$ cat config.mk
export PLATFORM = sky130hd
export DESIGN_NAME = matrix_load_sequencer
export DESIGN_NICKNAME = d
export VERILOG_FILES = /design/src/rtl/matrix_load_pkg.sv /design/src/rtl/load_channel.sv /design/src/rtl/matrix_load_sequencer.sv
export SDC_FILE = /design/constraint.sdc
export NUM_CORES = 1
export LEC_CHECK = 0
export CORE_MARGIN = 5
export CORE_UTILIZATION = 35
export DETAILED_ROUTE_END_ITERATION = 8
export PLACE_DENSITY_LB_ADDON = 0.05
export SLEW_MARGIN = 40
export SYNTH_ARGS = -nofsm -noshare
export SYNTH_HDL_FRONTEND = slang
export SYNTH_SLANG_ARGS = --single-unit
$ cat constraint.sdc
create_clock -name clk_clk -period 2.94 [get_ports clk_clk]
set_input_delay 0.588 -clock clk_clk [delete_from_list [all_inputs] [get_ports clk_clk]]
set_output_delay 0.588 -clock clk_clk [all_outputs]
set_load 0.05 [all_outputs]
$ cat src/rtl/matrix_load_pkg.sv
// Shared types for the matrix load sequencer: command opcodes, write channels,
// sequencer FSM states and the matrix word width helper.
package matrix_load_pkg;

    typedef enum logic [2:0] {
        OP_NOP        = 3'd0,
        OP_WR_WEIGHT  = 3'd1,
        OP_WR_INPUT   = 3'd2,
        OP_WR_LABEL   = 3'd3,
        OP_WR_CODE    = 3'd4,
        OP_UPD_WEIGHT = 3'd5,
        OP_START      = 3'd6,
        OP_STOP       = 3'd7
    } cmd_op_e;

    // Channel order also fixes the order of the matrix channel instances.
    typedef enum logic [2:0] {
        CH_W = 3'd0,
        CH_I = 3'd1,
        CH_L = 3'd2,
        CH_U = 3'd3,
        CH_C = 3'd4
    } chan_e;

    localparam int unsigned NUM_CH = 5;

    typedef enum logic [1:0] {
        S_LOAD = 2'd0,
        S_LRST = 2'd1,
        S_ARM  = 2'd2,
        S_RUN  = 2'd3
    } state_e;

    function automatic int unsigned calc_data_w(input int unsigned elem_w, input int unsigned num_lanes);
        return elem_w * num_lanes;
    endfunction

endpackage

$ cat src/rtl/load_channel.sv
// One write channel: holds payload and row of the last write, emits a one-cycle
// strobe after each write, and keeps the auto row counter (last row used + 1).
module load_channel #(
    parameter int unsigned PAY_W = 8,
    parameter int unsigned IDX_W = 32
) (
    input  logic             clk,
    input  logic             rst_n,
    input  logic             wr_en_i,
    input  logic             auto_i,
    input  logic [IDX_W-1:0] row_i,
    input  logic [PAY_W-1:0] pay_i,
    output logic [PAY_W-1:0] pay_o,
    output logic [IDX_W-1:0] row_o,
    output logic             strobe_o
);

    logic [PAY_W-1:0] pay_q, pay_d;
    logic [IDX_W-1:0] row_q, row_d;
    logic [IDX_W-1:0] cnt_q, cnt_d;
    logic             stb_q, stb_d;
    logic [IDX_W-1:0] row_sel;

    // Next-state: capture on write, counter follows the row actually used.
    always_comb begin
        pay_d   = pay_q;
        row_d   = row_q;
        cnt_d   = cnt_q;
        stb_d   = wr_en_i;
        row_sel = auto_i ? cnt_q : row_i;
        if (wr_en_i) begin
            pay_d = pay_i;
            row_d = row_sel;
            cnt_d = row_sel + IDX_W'(1);
        end
    end

    // Channel registers.
    always_ff @(posedge clk or negedge rst_n) begin
        if (!rst_n) begin
            pay_q <= '0;
            row_q <= '0;
            cnt_q <= '0;
            stb_q <= 1'b0;
        end else begin
            pay_q <= pay_d;
            row_q <= row_d;
            cnt_q <= cnt_d;
            stb_q <= stb_d;
        end
    end

    assign pay_o    = pay_q;
    assign row_o    = row_q;
    assign strobe_o = stb_q;

endmodule

$ cat src/rtl/matrix_load_sequencer.sv
// Command-stream loader for data_path: drives weight/input/label/update/code
// write ports, then the locator-reset -> code-enable -> controller-enable start.
// Optional build macro LOADER_STATS_EN adds saturating per-op counters.
module matrix_load_sequencer
    import matrix_load_pkg::*;
#(
    parameter int unsigned ELEM_W     = 16,
    parameter int unsigned NUM_LANES  = 3,
    parameter int unsigned IDX_W      = 32,
    parameter int unsigned CODE_W     = 12,
    parameter int unsigned RUN_CYCLES = 0,
    localparam int unsigned DATA_W    = calc_data_w(ELEM_W, NUM_LANES)
) (
    input  logic              clk_clk,
    input  logic              reset_reset_n,
    input  logic              cmd_valid,
    output logic              cmd_ready,
    input  logic [2:0]        cmd_op,
    input  logic              cmd_auto_row,
    input  logic [IDX_W-1:0]  cmd_layer,
    input  logic [IDX_W-1:0]  cmd_row,
    input  logic [DATA_W-1:0] cmd_data,
    output logic [DATA_W-1:0] w_wr_data,
    output logic [IDX_W-1:0]  w_wr_layer,
    output logic [IDX_W-1:0]  w_wr_row,
    output logic              w_is_write,
    output logic [DATA_W-1:0] i_wr_data,
    output logic [IDX_W-1:0]  i_wr_layer,
    output logic [IDX_W-1:0]  i_wr_row,
    output logic              i_is_write,
    output logic [DATA_W-1:0] l_wr_data,
    output logic [IDX_W-1:0]  l_wr_layer,
    output logic [IDX_W-1:0]  l_wr_row,
    output logic              l_is_write,
    output logic [DATA_W-1:0] u_dc_dw,
    output logic [IDX_W-1:0]  u_layer,
    output logic [IDX_W-1:0]  u_row,
    output logic              u_is_update,
    output logic [IDX_W-1:0]  code_write_line,
    output logic [CODE_W-1:0] code_write_data,
    output logic              code_is_write,
    output logic              locator_reset,
    output logic              code_enable,
    output logic              ctrl_enable,
    output logic              run_done,
`ifdef LOADER_STATS_EN
    output logic [IDX_W-1:0]  stat_w,
    output logic [IDX_W-1:0]  stat_i,
    output logic [IDX_W-1:0]  stat_l,
    output logic [IDX_W-1:0]  stat_u,
    output logic [IDX_W-1:0]  stat_c,
`endif
    output logic              cmd_err
);

    localparam int unsigned RUN_W = 32;
    localparam int unsigned MAT_W = IDX_W + DATA_W;

    state_e            state_q, state_d;
    logic [RUN_W-1:0]  run_cnt_q, run_cnt_d;
    logic              err_q, err_d;
    logic              ready_q, ready_d;
    logic              lrst_q, lrst_d;
    logic              code_en_q, code_en_d;
    logic              ctrl_en_q, ctrl_en_d;
    logic              done_q, done_d;
    logic [NUM_CH-1:0] wr_en;
    logic              accept;
    logic              run_expire;
    cmd_op_e           op;

    assign accept     = cmd_valid & ready_q;
    assign op         = cmd_op_e'(cmd_op);
    assign run_expire = (RUN_CYCLES != 0) && (state_q == S_RUN) &&
                        (run_cnt_q == RUN_W'(RUN_CYCLES - 1));

    // Next-state, channel write decode and registered-output targets.
    always_comb begin
        state_d   = state_q;
        run_cnt_d = run_cnt_q;
        err_d     = err_q;
        wr_en     = '0;
        case (state_q)
            S_LOAD: begin
                if (accept) begin
                    case (op)
                        OP_WR_WEIGHT:  wr_en[CH_W] = 1'b1;
                        OP_WR_INPUT:   wr_en[CH_I] = 1'b1;
                        OP_WR_LABEL:   wr_en[CH_L] = 1'b1;
                        OP_UPD_WEIGHT: wr_en[CH_U] = 1'b1;
                        OP_WR_CODE:    wr_en[CH_C] = 1'b1;
                        OP_START:      state_d     = S_LRST;
                        OP_STOP:       err_d       = 1'b1;
                        default:       ;
                    endcase
                end
            end
            S_LRST: state_d = S_ARM;
            S_ARM: begin
                state_d   = S_RUN;
                run_cnt_d = '0;
            end
            S_RUN: begin
                run_cnt_d = run_cnt_q + RUN_W'(1);
                if (accept && (op != OP_NOP) && (op != OP_STOP)) begin
                    err_d = 1'b1;
                end
                // STOP and expiry together still leave only once.
                if ((accept && (op == OP_STOP)) || run_expire) begin
                    state_d = S_LOAD;
                end
            end
            default: state_d = S_LOAD;
        endcase
        ready_d   = (state_d == S_LOAD) || (state_d == S_RUN);
        lrst_d    = (state_d == S_LRST);
        code_en_d = (state_d == S_ARM) || (state_d == S_RUN);
        ctrl_en_d = (state_d == S_RUN);
        done_d    = (state_q == S_RUN) && (state_d == S_LOAD);
    end

    // State and control output registers.
    always_ff @(posedge clk_clk or negedge reset_reset_n) begin
        if (!reset_reset_n) begin
            state_q   <= S_LOAD;
            run_cnt_q <= '0;
            err_q     <= 1'b0;
            ready_q   <= 1'b0;
            lrst_q    <= 1'b0;
            code_en_q <= 1'b0;
            ctrl_en_q <= 1'b0;
            done_q    <= 1'b0;
        end else begin
            state_q   <= state_d;
            run_cnt_q <= run_cnt_d;
            err_q     <= err_d;
            ready_q   <= ready_d;
            lrst_q    <= lrst_d;
            code_en_q <= code_en_d;
            ctrl_en_q <= ctrl_en_d;
            done_q    <= done_d;
        end
    end

    assign cmd_ready     = ready_q;
    assign locator_reset = lrst_q;
    assign code_enable   = code_en_q;
    assign ctrl_enable   = ctrl_en_q;
    assign run_done      = done_q;
    assign cmd_err       = err_q;

    // Matrix channels carry {layer, data}; index order is w, i, l, u.
    logic [MAT_W-1:0] mat_pay [4];
    logic [IDX_W-1:0] mat_row [4];
    logic [3:0]       mat_stb;

    for (genvar g = 0; g < 4; g++) begin : g_mat
        load_channel #(.PAY_W(MAT_W), .IDX_W(IDX_W)) u_chan (
            .clk      (clk_clk),
            .rst_n    (reset_reset_n),
            .wr_en_i  (wr_en[g]),
            .auto_i   (cmd_auto_row),
            .row_i    (cmd_row),
            .pay_i    ({cmd_layer, cmd_data}),
            .pay_o    (mat_pay[g]),
            .row_o    (mat_row[g]),
            .strobe_o (mat_stb[g])
        );
    end

    // Code channel: row is the code line, payload is the low code bits.
    load_channel #(.PAY_W(CODE_W), .IDX_W(IDX_W)) u_code (
        .clk      (clk_clk),
        .rst_n    (reset_reset_n),
        .wr_en_i  (wr_en[CH_C]),
        .auto_i   (cmd_auto_row),
        .row_i    (cmd_row),
        .pay_i    (cmd_data[CODE_W-1:0]),
        .pay_o    (code_write_data),
        .row_o    (code_write_line),
        .strobe_o (code_is_write)
    );

    assign w_wr_data   = mat_pay[0][DATA_W-1:0];
    assign w_wr_layer  = mat_pay[0][DATA_W +: IDX_W];
    assign w_wr_row    = mat_row[0];
    assign w_is_write  = mat_stb[0];
    assign i_wr_data   = mat_pay[1][DATA_W-1:0];
    assign i_wr_layer  = mat_pay[1][DATA_W +: IDX_W];
    assign i_wr_row    = mat_row[1];
    assign i_is_write  = mat_stb[1];
    assign l_wr_data   = mat_pay[2][DATA_W-1:0];
    assign l_wr_layer  = mat_pay[2][DATA_W +: IDX_W];
    assign l_wr_row    = mat_row[2];
    assign l_is_write  = mat_stb[2];
    assign u_dc_dw     = mat_pay[3][DATA_W-1:0];
    assign u_layer     = mat_pay[3][DATA_W +: IDX_W];
    assign u_row       = mat_row[3];
    assign u_is_update = mat_stb[3];

`ifdef LOADER_STATS_EN
    logic [IDX_W-1:0] stat_q [NUM_CH];
    logic             stat_clr;

    assign stat_clr = accept && (state_q == S_LOAD) && (op == OP_START);

    // Saturating per-channel op counters, cleared on START.
    always_ff @(posedge clk_clk or negedge reset_reset_n) begin
        if (!reset_reset_n) begin
            for (int k = 0; k < NUM_CH; k++) stat_q[k] <= '0;
        end else begin
            for (int k = 0; k < NUM_CH; k++) begin
                if (stat_clr) begin
                    stat_q[k] <= '0;
                end else if (wr_en[k] && (stat_q[k] != '1)) begin
                    stat_q[k] <= stat_q[k] + IDX_W'(1);
                end
            end
        end
    end

    assign stat_w = stat_q[CH_W];
    assign stat_i = stat_q[CH_I];
    assign stat_l = stat_q[CH_L];
    assign stat_u = stat_q[CH_U];
    assign stat_c = stat_q[CH_C];
`endif

endmodule
==> results.py, run 1 <==
metrics = {
    "worst_setup_path": {
        "crit_fanout": 10,
        "crit_path_start": "cmd_row[0]",
        "regToRegStartpoint": "g_mat[3].u_chan.cnt_q[1]",
        "worstSetupPathType": "in -> reg",
        "crit_required_ns": 3.52,
        "startpoint_type": "primary input",
        "cp_top_family": "buffers and inverters",
        "critPathMaxStageDelay_ns": 0.51,
        "cp.arrival_ns": 3.34,
        "cp_num_buf_inv": 4,
        "critPathSlowestCell": "clkdlybuf4s50_1",
        "path_cells": "clkdlybuf4s50_1 > mux2i_1 > inv_1 > ha_4 > nand4b_1 > a222oi_1 > buf_4 > nand4_1 > buf_6 > or4_1 > a21oi_1 > a221o_1",
        "worst_setup_path_end_kind": "register",
    },
    "timing": {
        "final_max_slew_viol_count": 0,
        "worst_slew_pin_slew_ns": 0.753,
        "relSlewSlack": 0.497,
        "period_needed_ns": 2.75,
        "clock.fmax_mhz": 363,
        "finalHoldViolations": 0,
        "setup_viol": 0,
        "fin_crit_sh": 0.936,
        "clock_skew_ns": 0.0199,
        "rsz0062_at_grt": "false",
    },
    "floorplan": {
        "die_h_um": 314,
        "die_area_mm2": 0.0989,
        "core_area_mm2": 0.0918,
        "rows": 111,
        "start_util": 0.353,
        "die_w_um": 314,
        "ioPinCount": 622,
    },
    "detailed_routing": {
        "drc": 0,
        "ant_nets": 0,
        "routed_wl_um": 136000,
        "dr_total_vias": 30900,
        "wl_per_cell_um": 22.5,
        "first_iter_violations": 2371,
        "drtPass1Iterations": 5,
        "avgViaCountPerCell": 5.11,
    },
    "final_layout": {
        "area_growth_pct": 45.1,
        "drive_above_1_share": 0.162,
        "fill_cells": 8708,
        "num-nets-final": 4870,
        "multi_input_area_mm2": 0.0149,
        "regArea_mm2": 0.0166,
        "fin_area_mm2": 0.0471,
    },
    "global_route": {
        "grtUsageTotal": 0.269,
        "grt_overflow_total": 0,
        "antenna_found_initial": 11,
        "grt_max_degree": 70,
        "grt_pass1_vias": 30900,
        "grt_pass1_wl_um": 203000,
    },
    "power": {
        "vdd_drop_max_v": 0.000431,
        "p_int_uw": 19000,
        "finalPower_uw": 29600,
        "leakagePower_uw": 0.0216,
        "power_switching_uw": 10600,
        "seqPwrFrac": 0.365,
        "cellPowerDensity_mw_per_mm2": 628,
        "p_sw_frac": 0.357,
        "power.share.combinational": 0.281,
        "p_clk_frac": 0.354,
    },
    "placement": {
        "place_area_mm2": 0.0443,
        "place.detailed.hpwl_um": 102000,
        "port_buffers": 621,
        "place_congestion": 0.898,
    },
    "outcome": {
        "outcome": "complete, no violations",
    },
    "synth": {
        "ys_ff_latch": 665,
        "syn_inst": 3748,
        "async_reset_ff_frac": 1.00,
        "syn-num-nets": 3875,
        "synth-edff-count": 0,
        "synthesis.area_mm2": 0.0324,
        "ys_types": 76,
        "synth.avg_cell_area_um2": 8.65,
        "ys_seq_area_frac": 0.513,
        "synthFlopType": "dfrtp_1",
        "synth_warnings": 0,
    },
    "run": {
        "cap_viol_max_count": 0,
    },
    "clock_tree": {
        "cts_buffer_depth": 3,
        "htreeDepth": 3,
        "tritoncts": "built",
        "clkTransAtPathRegs_ns": 0.06,
        "cts_sinks": 665,
        "cts_made_buffers": 79,
        "cts_root_buf": "clkbuf_16",
        "clkLatencyLatePin_ns": 0.65,
    },
    "hold_path": {
        "hold_class": "in -> reg",
        "holdCritStartpoint": "cmd_auto_row",
    },
}
## worst min-delay path: stages
cell	delay (ns)
buf_8	0.15
buf_12	0.18
a21oi_1	0.07
## metal layers
layer	part of all wire	GRT usage
met5	0.00048	0
met4	0.041	0.102
met3	0.062	0.0566
met2	0.48	0.451
met1	0.42	0.343
## sequential cells by signal (all words and copies together) (netlist names)
signal                 cells
g_mat.u_chan.pay_o       320
g_mat.u_chan.cnt_q       128
g_mat.u_chan.row_o       128
u_code.cnt_q              32
u_code.row_o              32
u_code.pay_o              12
g_mat.u_chan.strobe_o      4
state_q                    2
cmd_err                    1
cmd_ready                  1
code_enable                1
ctrl_enable                1
locator_reset              1
run_done                   1
u_code.strobe_o            1
## layout make-up
class / instances / share of cell area
Antenna cell: 4 / 0.000213
Clock buffer: 110 / 0.0481
Clock inverter: 35 / 0.0106
Inverter: 35 / 0.00330
Multi-Input combinational cell: 2792 / 0.318
Sequential cell: 665 / 0.354
Tap cell: 1243 / 0.0330
Timing Repair Buffer: 1170 / 0.234
## layout by cell type, fill, tap and decap left out, types with 13 or more instances in the layout
master	count
a21o_1	13
a21oi_1	88
a221o_1	46
a222oi_1	16
a22oi_1	41
a31oi_1	129
buf_12	51
buf_4	496
clkbuf_1	14
clkbuf_16	79
clkbuf_8	17
clkdlybuf4s50_1	619
clkinv_2	15
dfrtp_1	665
inv_1	27
mux2i_1	89
nand2_1	1363
nand2b_1	18
nand3_1	144
nand3b_1	25
nand4_1	36
nor2_1	212
nor3_1	45
o21ai_0	78
o221ai_1	27
o22ai_1	21
or3_1	35
xnor2_1	68
xor2_1	74
## logic make-up (layout without fill, tap and decap cells)
kind of cell / count (synthesis) / after routing / synth area share
xor+xnor: 142 / 142 / 0.0383
compound gates: 561 / 561 / 0.120
buf+inv: 291 / 1350 / 0.0368
other cells: 0 / 4 / 0
simple gates: 1983 / 1983 / 0.258
flops: 665 / 665 / 0.513
mux: 98 / 98 / 0.0306
fa+ha+maj: 8 / 8 / 0.00309
## Yosys cell counts, types with 27 or more instances
master,count,area share
a21oi_1,94,0.015
a221o_1,46,0.014
a22oi_1,42,0.0097
a31oi_1,129,0.025
buf_1,27,0.0031
buf_2,37,0.0057
clkbuf_1,184,0.021
dfrtp_1,665,0.51
inv_1,33,0.0038
mux2i_1,89,0.027
nand2_1,1370,0.16
nand3_1,149,0.023
nand4_1,36,0.0069
nor2_1,217,0.025
nor3_1,51,0.0079
o21ai_0,84,0.013
o221ai_1,27,0.0073
or3_1,37,0.0071
xnor2_1,68,0.018
xor2_1,74,0.020
## power by group through the flow
stage	Combinational [uW]	Clock (uW)	Sequential, uW
floorplan	1410	0	14200
global placement	8360	0	10900
detailed placement	8370	0	10900
CTS	8390	10700	10800
global route	8730	11100	10900
finish	8310	10500	10800
## path summary, 6_finish.rpt
check | slack, ns | depth (start not counted) | endpoint
setup / recovery | 0.19 | 12 | g_mat[3].u_chan.cnt_q[20]
hold / removal | 0.39 | 3 | u_code.cnt_q[8]
max in group asynchronous | 1.58 | 4 | g_mat[1].u_chan.pay_o[19]
setup reg to reg | 0.28 | 11 | g_mat[3].u_chan.cnt_q[20]
hold reg to reg | 0.47 | 1 | cmd_err
min in group asynchronous | 0.45 | 2 | state_q[1]
## repair_timing
item | CTS | global route
resized for setup | 0 | 2
buffers inserted | 0 | 1
endpoints found under the hold margin | 39 | 0
hold buffers | 1 | 0
endpoints found under the setup margin | 0 | 2
## stage by stage
step	worst slack (ns)	TNS, ns	utilization	instances	hold slack (ns)
CTS	0.219	0	0.512	6049	0.342
detailed placement	-0.466	-18.28	0.482	5903	0.457
global route	0.0136	0	0.513	6051	0.375
finish	0.188	0	0.513	6054	0.389
floorplan	-0.880	-19.24	-	3748	0.292
global placement	-0.435	-14.68	0.482	5903	0.455
No activity file was read; power rests on OpenSTA's default activity.
==> run 2: changes to the inputs <==
ABC_AREA = 1   (was not set)
CORE_MARGIN = 2   (was 5)
==> run 2 against run 1 <==
Against the previous run:
- combinational power increased by 25%
- highest routed layer unchanged
- largest power group unchanged
- setup slack better by 0.23 ns
- clock power decreased by 8%
- non-clock buffer count shrank 444
- critical path type is now reg -> out
- wire length down 20%
==> results.py, run 2 <==
metrics = {
    "clock_tree": {
        "clkLatencyLatePin_ns": 0.61,
        "tritoncts": "built",
        "cts_resized": 0,
        "htreeDepth": 3,
        "cts_setup_buffers": 0,
        "cts_sinks": 665,
        "ctsHoldBuffers": 1,
        "cts_root_buf": "clkbuf_16",
        "cts_made_buffers": 77,
        "clkTransAtPathRegs_ns": 0.06,
        "cts_buffer_depth": 3,
    },
    "timing": {
        "tns_ns": 0,
        "final_max_slew_viol_count": 0,
        "relSlewSlack": 0.450,
        "clock_skew_ns": 0.0168,
        "finalHoldViolations": 0,
        "layout_setup_ws_ns": 0.414,
        "rsz0062_at_grt": "false",
        "fin_crit_sh": 0.859,
        "worst_slew_pin_slew_ns": 0.824,
        "setup_viol": 0,
        "clock.fmax_mhz": 396,
        "period_needed_ns": 2.53,
    },
    "worst_setup_path": {
        "path_cells": "clkdlybuf4s50_1",
        "cp_num_buf_inv": 1,
        "crit_fanout": 2,
        "crit_required_ns": 2.35,
        "worstSetupPathType": "reg -> out",
        "worst_setup_path_end_kind": "primary output",
        "cp.arrival_ns": 1.94,
        "critPathMaxStageDelay_ns": 0.85,
        "critPathSlowestCell": "clkdlybuf4s50_1",
        "cp_top_family": "buffers and inverters",
        "startpoint_type": "register",
    },
    "power": {
        "leakagePower_uw": 0.0188,
        "vdd_drop_max_v": 0.000452,
        "cellPowerDensity_mw_per_mm2": 785,
    },
    "final_layout": {
        "largest_reg_flops": 320,
        "layout_commonest_cell": "nand2_1",
        "area_growth_pct": 36.4,
        "final_util": 0.482,
        "regArea_mm2": 0.0166,
        "drive_above_1_share": 0.0687,
        "final_cell_mix": "nand2_1 (1,433), dfrtp_1 (665), clkdlybuf4s50_1 (619), o21ai_0 (463), nor2_1 (320)",
        "fill_cells": 8266,
        "num-nets-final": 4452,
        "multi_input_area_mm2": 0.0114,
    },
    "floorplan": {
        "ioPinCount": 622,
        "core_area_mm2": 0.0837,
        "die_w_um": 295,
        "die_area_mm2": 0.0868,
        "rows": 106,
        "start_util": 0.353,
        "die_h_um": 295,
    },
    "placement": {
        "port_buffers": 621,
        "place_congestion": 0.908,
        "pre_cts_slack_ns": 0.131,
        "place.detailed.hpwl_um": 77800,
    },
    "detailed_routing": {
        "wl_per_cell_um": 19.7,
        "drc": 0,
        "routed_wl_um": 109000,
        "avgViaCountPerCell": 4.77,
        "first_iter_violations": 1857,
        "dr_total_vias": 26300,
        "drtPass1Iterations": 6,
        "ant_nets": 0,
    },
    "synth": {
        "synthesis.area_mm2": 0.0296,
        "synthTopCellsByArea": "dfrtp_1 (56%), nand2_1 (18%), o21ai_0 (7.8%), nor2_1 (4.1%), inv_1 (2.9%)",
        "syn-num-nets": 3810,
        "synth-edff-count": 0,
        "synth.avg_cell_area_um2": 8.03,
        "yosys.area.top_type": "dfrtp_1",
        "ys_ff_latch": 665,
        "synth.most_common_cell": "nand2_1",
        "ys_types": 34,
        "async_reset_ff_frac": 1.00,
        "ys_seq_area_frac": 0.563,
        "post-synth-top-area-fraction": 0.563,
        "yosys-top-cells-count": "nand2_1 (1,434), dfrtp_1 (665), o21ai_0 (463), nor2_1 (322), inv_1 (227)",
        "syn_inst": 3683,
        "synthFlopType": "dfrtp_1",
        "synth_warnings": 0,
    },
    "global_route": {
        "use_met1": 0.326,
        "use_met2": 0.407,
        "grt_pass1_vias": 25400,
        "met3_usage": 0.0606,
        "grt_pass1_wl_um": 162000,
        "antenna_found_initial": 13,
        "grt.busiest_layer": "met2",
        "grtUsageTotal": 0.249,
        "grt_max_degree": 156,
        "grt_overflow_total": 0,
    },
    "hold_path": {
        "hold_class": "reg -> reg",
    },
    "outcome": {
        "outcome": "complete, no violations",
    },
    "run": {
        "cap_viol_max_count": 0,
    },
}
==> run 2: cell count changes in the layout (fill, tap and decap cells not counted), sizes merged, moves of 83 or more <==
cell / previous run / this run
nor2: 218 / 365
buf: 550 / 106
inv: 38 / 235
nand2: 1370 / 1453
a21oi: 95 / 9
mux2i: 89 / 0
o21ai: 87 / 498
==> run 2: layout make-up <==
class	instances	share of cell area
Sequential cell	665	0.413
Multi-Input combinational cell	2622	0.283
Timing Repair Buffer	726	0.185
Clock buffer	110	0.0558
Tap cell	1134	0.0352
Inverter	233	0.0221
Clock inverter	24	0.00661
Antenna cell	2	0.000124
==> run 2: kinds of logic (layout without fill, tap and decap cells) <==
group | after synthesis | after routing | share of synthesized area
AND/OR/NAND/NOR | 1988 | 1988 | 0.266
flip-flops | 665 | 665 | 0.563
AO/OA/AOI/OAI | 582 | 582 | 0.102
buffers and inverters | 396 | 1093 | 0.0530
XOR/XNOR | 44 | 44 | 0.0130
adder cells (fa/ha/maj) | 8 | 8 | 0.00338
other | 0 | 2 | 0
==> run 2: path summary, 6_finish.rpt <==
check,startpoint,cells past startpoint,slack (ns),endpoint
min in group asynchronous,reset_reset_n,2,0.53,g_mat[0].u_chan.pay_o[39]
worst max register to register,cmd_ready,8,0.80,g_mat[0].u_chan.cnt_q[15]
worst min-delay path,g_mat[1].u_chan.cnt_q[1],2,0.47,g_mat[1].u_chan.cnt_q[1]
worst max-delay path,g_mat[3].u_chan.row_o[8],1,0.41,u_row[8]
worst min register to register,g_mat[1].u_chan.cnt_q[1],2,0.47,g_mat[1].u_chan.cnt_q[1]
max in group asynchronous,reset_reset_n,4,1.43,u_code.cnt_q[9]
==> run 2: through the flow <==
| stage | area [um^2] | hold WS (ns) | std cells | power (uW) |
|---|---|---|---|---|
| final | 40300 | 0.470 | 5516 | 31700 |
| after global routing | 40300 | 0.490 | 5516 | 33100 |
| after CTS | 40300 | 0.474 | 5514 | 32100 |
| after detailed placement | 37800 | 0.461 | 5379 | 22200 |
| after global placement | 37800 | 0.457 | 5379 | 22200 |
| after floorplan | 29600 | 0.292 | 3683 | 18000 |
==> run 2: power breakdown <==
part / total [uW] / switching, uW / internal [uW] / leakage [uW]
Clock: 9660 / 3980 / 5680 / 0.00124
Sequential: 11600 / 934 / 10700 / 0.00911
Combinational: 10400 / 7170 / 3210 / 0.00847
==> run 2: per-layer routing <==
layer | up-vias | wire length [um]
met3 | 159 | 7160
li1 | 13000 | -
met1 | 12500 | 47200
met2 | 702 | 50800
met5 | - | 141
met4 | 20 | 3230
==> run 2: worst register-to-register path, cell delays in order, from the launching register on <==
cell and delay, ns:
dfrtp_1 0.36, nand2_1 0.07, buf_4 0.15, nor3_1 0.25
nand2_4 0.15, inv_2 0.43, o21ai_0 0.33, o21ai_0 0.15
o21ai_0 0.11
==> run 3: changes to the inputs <==
ABC_AREA = not set   (was 1)
==> run 3 against run 2 <==
Against the previous run:
- sequential share of layout area is 5.7 points lower
- maximum frequency fell by 6.1%
- global-route usage grew 2.7 points
- clock skew increased by 0.0061 ns
==> results.py, run 3 (same netlist as run 1, synthesis figures left out) <==
metrics = {
    "outcome": {
        "outcome": "complete, no violations",
    },
    "timing": {
        "clock.fmax_mhz": 372,
        "final_max_slew_viol_count": 0,
        "fin_crit_sh": 0.915,
        "layout_setup_ws_ns": 0.251,
        "rsz0062_at_grt": "false",
        "relSlewSlack": 0.489,
        "tns_ns": 0,
        "period_needed_ns": 2.69,
        "worst_slew_pin_slew_ns": 0.764,
        "finalHoldViolations": 0,
        "whs_ns": 0.278,
        "clock_skew_ns": 0.0229,
        "setup_viol": 0,
    },
    "worst_setup_path": {
        "critPathSlowestCell": "dfrtp_1",
        "crit_required_ns": 3.46,
        "crit_path_start": "state_q[0]",
        "startpoint_type": "register",
        "worstSetupPathType": "reg -> reg",
        "regToRegStartpoint": "state_q[0]",
        "critPathMaxStageDelay_ns": 0.47,
        "cp.arrival_ns": 3.21,
        "crit_fanout": 19,
        "path_cells": "or2_2 > or3_1 > or2_4 > inv_6 > nand2_1 > buf_4 > o22ai_1 > a21oi_1",
        "worst_setup_path_end_kind": "register",
    },
    "final_layout": {
        "num-nets-final": 4841,
        "final_util": 0.510,
        "area_growth_pct": 44.5,
        "largest_reg_flops": 320,
        "layout_commonest_cell": "nand2_1",
        "multi_input_area_mm2": 0.0149,
        "regArea_mm2": 0.0166,
        "final_cell_mix": "nand2_1 (1,363), dfrtp_1 (665), clkdlybuf4s50_1 (618), buf_4 (469), nor2_1 (212)",
        "drive_above_1_share": 0.156,
        "fin_area_mm2": 0.0469,
        "fill_cells": 8641,
    },
    "clock_tree": {
        "tritoncts": "built",
        "cts_root_buf": "clkbuf_16",
        "clkTransAtPathRegs_ns": 0.06,
        "cts_buffer_depth": 3,
        "cts_setup_buffers": 0,
        "cts_made_buffers": 80,
        "clkLatencyLatePin_ns": 0.66,
        "cts_sinks": 665,
        "htreeDepth": 3,
    },
    "floorplan": {
        "rows": 111,
        "start_util": 0.353,
        "die_w_um": 308,
        "ioPinCount": 622,
        "die_h_um": 308,
        "core_area_mm2": 0.0918,
        "die_area_mm2": 0.0951,
    },
    "detailed_routing": {
        "avgViaCountPerCell": 5.13,
        "dr_total_vias": 30900,
        "drc": 0,
        "drtPass1Iterations": 6,
        "ant_nets": 0,
        "first_iter_violations": 2547,
        "wl_per_cell_um": 22.2,
        "routed_wl_um": 133000,
    },
    "global_route": {
        "grt_max_degree": 104,
        "grt.busiest_layer": "met2",
        "antenna_found_initial": 8,
        "grt_pass1_vias": 30000,
        "grtUsageTotal": 0.276,
        "use_met2": 0.456,
        "use_met1": 0.356,
        "met3_usage": 0.0575,
        "grt_pass1_wl_um": 198000,
        "grt_overflow_total": 0,
    },
    "power": {
        "leakagePower_uw": 0.0215,
        "vdd_drop_max_v": 0.000462,
        "cellPowerDensity_mw_per_mm2": 635,
    },
    "placement": {
        "place.detailed.hpwl_um": 98300,
        "pre_cts_slack_ns": -0.610,
        "port_buffers": 621,
        "place_area_mm2": 0.0440,
        "place_congestion": 0.893,
    },
    "hold_path": {
        "holdCritStartpoint": "cmd_auto_row",
        "hold_class": "in -> reg",
    },
    "run": {
        "cap_viol_max_count": 0,
    },
}
run 3: cell types whose count changed in the layout (fill, tap and decap cells not counted), moves of 40 or more:
| cell | change |
|---|---|
| mux2i_1 | +89 |
| nor2_1 | -108 |
| a22oi_1 | +40 |
| a31oi_1 | +63 |
| nand2_1 | -70 |
| xnor2_1 | +62 |
| inv_1 | -200 |
| buf_4 | +401 |
| nor3_1 | +43 |
| a21oi_1 | +80 |
| a221o_1 | +46 |
| o21ai_0 | -385 |
run 3: area by class of cell:
class	instances	share of cell area
multi-input combinational	2792	0.319
sequential	665	0.355
tap	1243	0.0332
clock buffer	108	0.0486
timing repair buffer	1140	0.229
inverter	35	0.00331
antenna	3	0.000160
clock inverter	34	0.0114
run 3: what timing repair did:
item                                    in CTS  in global routing
hold endpoints to repair                    24                  0
endpoints found under the setup margin       0                 10
hold buffers                                 1                  0
resized for setup                            0                  1
run 3: power by group:
part / leakage (uW) / internal [uW] / switching (uW)
combinational: 0.0118 / 2670 / 5570
clock: 0.00139 / 6500 / 4230
sequential: 0.00839 / 10200 / 622
run 3: path summary, 6_finish.rpt:
kind / to / cells past startpoint / slack, ns
setup / recovery: g_mat[1].u_chan.cnt_q[4] / 8 / 0.25
hold / removal: u_code.row_o[1] / 3 / 0.28
setup reg to reg: g_mat[1].u_chan.cnt_q[4] / 8 / 0.25
hold reg to reg: g_mat[3].u_chan.pay_o[48] / 2 / 0.47
max in group asynchronous: g_mat[1].u_chan.pay_o[42] / 3 / 1.53
min in group asynchronous: ctrl_enable / 2 / 0.49
run 3: worst max-delay path: cells and delay by family, from the launching register on:
kind / cells / cell delay (ns)
AND/OR/NAND/NOR: 4 / 1.45
flip-flops: 1 / 0.47
buffers and inverters: 2 / 0.42
AO/OA/AOI/OAI: 2 / 0.20
run 3: routing by layer:
metal / up-vias / wire length (um)
li1: 14700 / -
met1: 14900 / 55600
met2: 1003 / 64000
met3: 215 / 8340
met4: 6 / 5380
met5: - / 37
run 3: stage by stage:
step | total power, uW | std cells
after global placement | 19200 | 5874
after floorplan | 15600 | 3748
final | 29800 | 6020
after detailed placement | 19200 | 5874
after global routing | 30900 | 6020
after CTS | 30100 | 6017
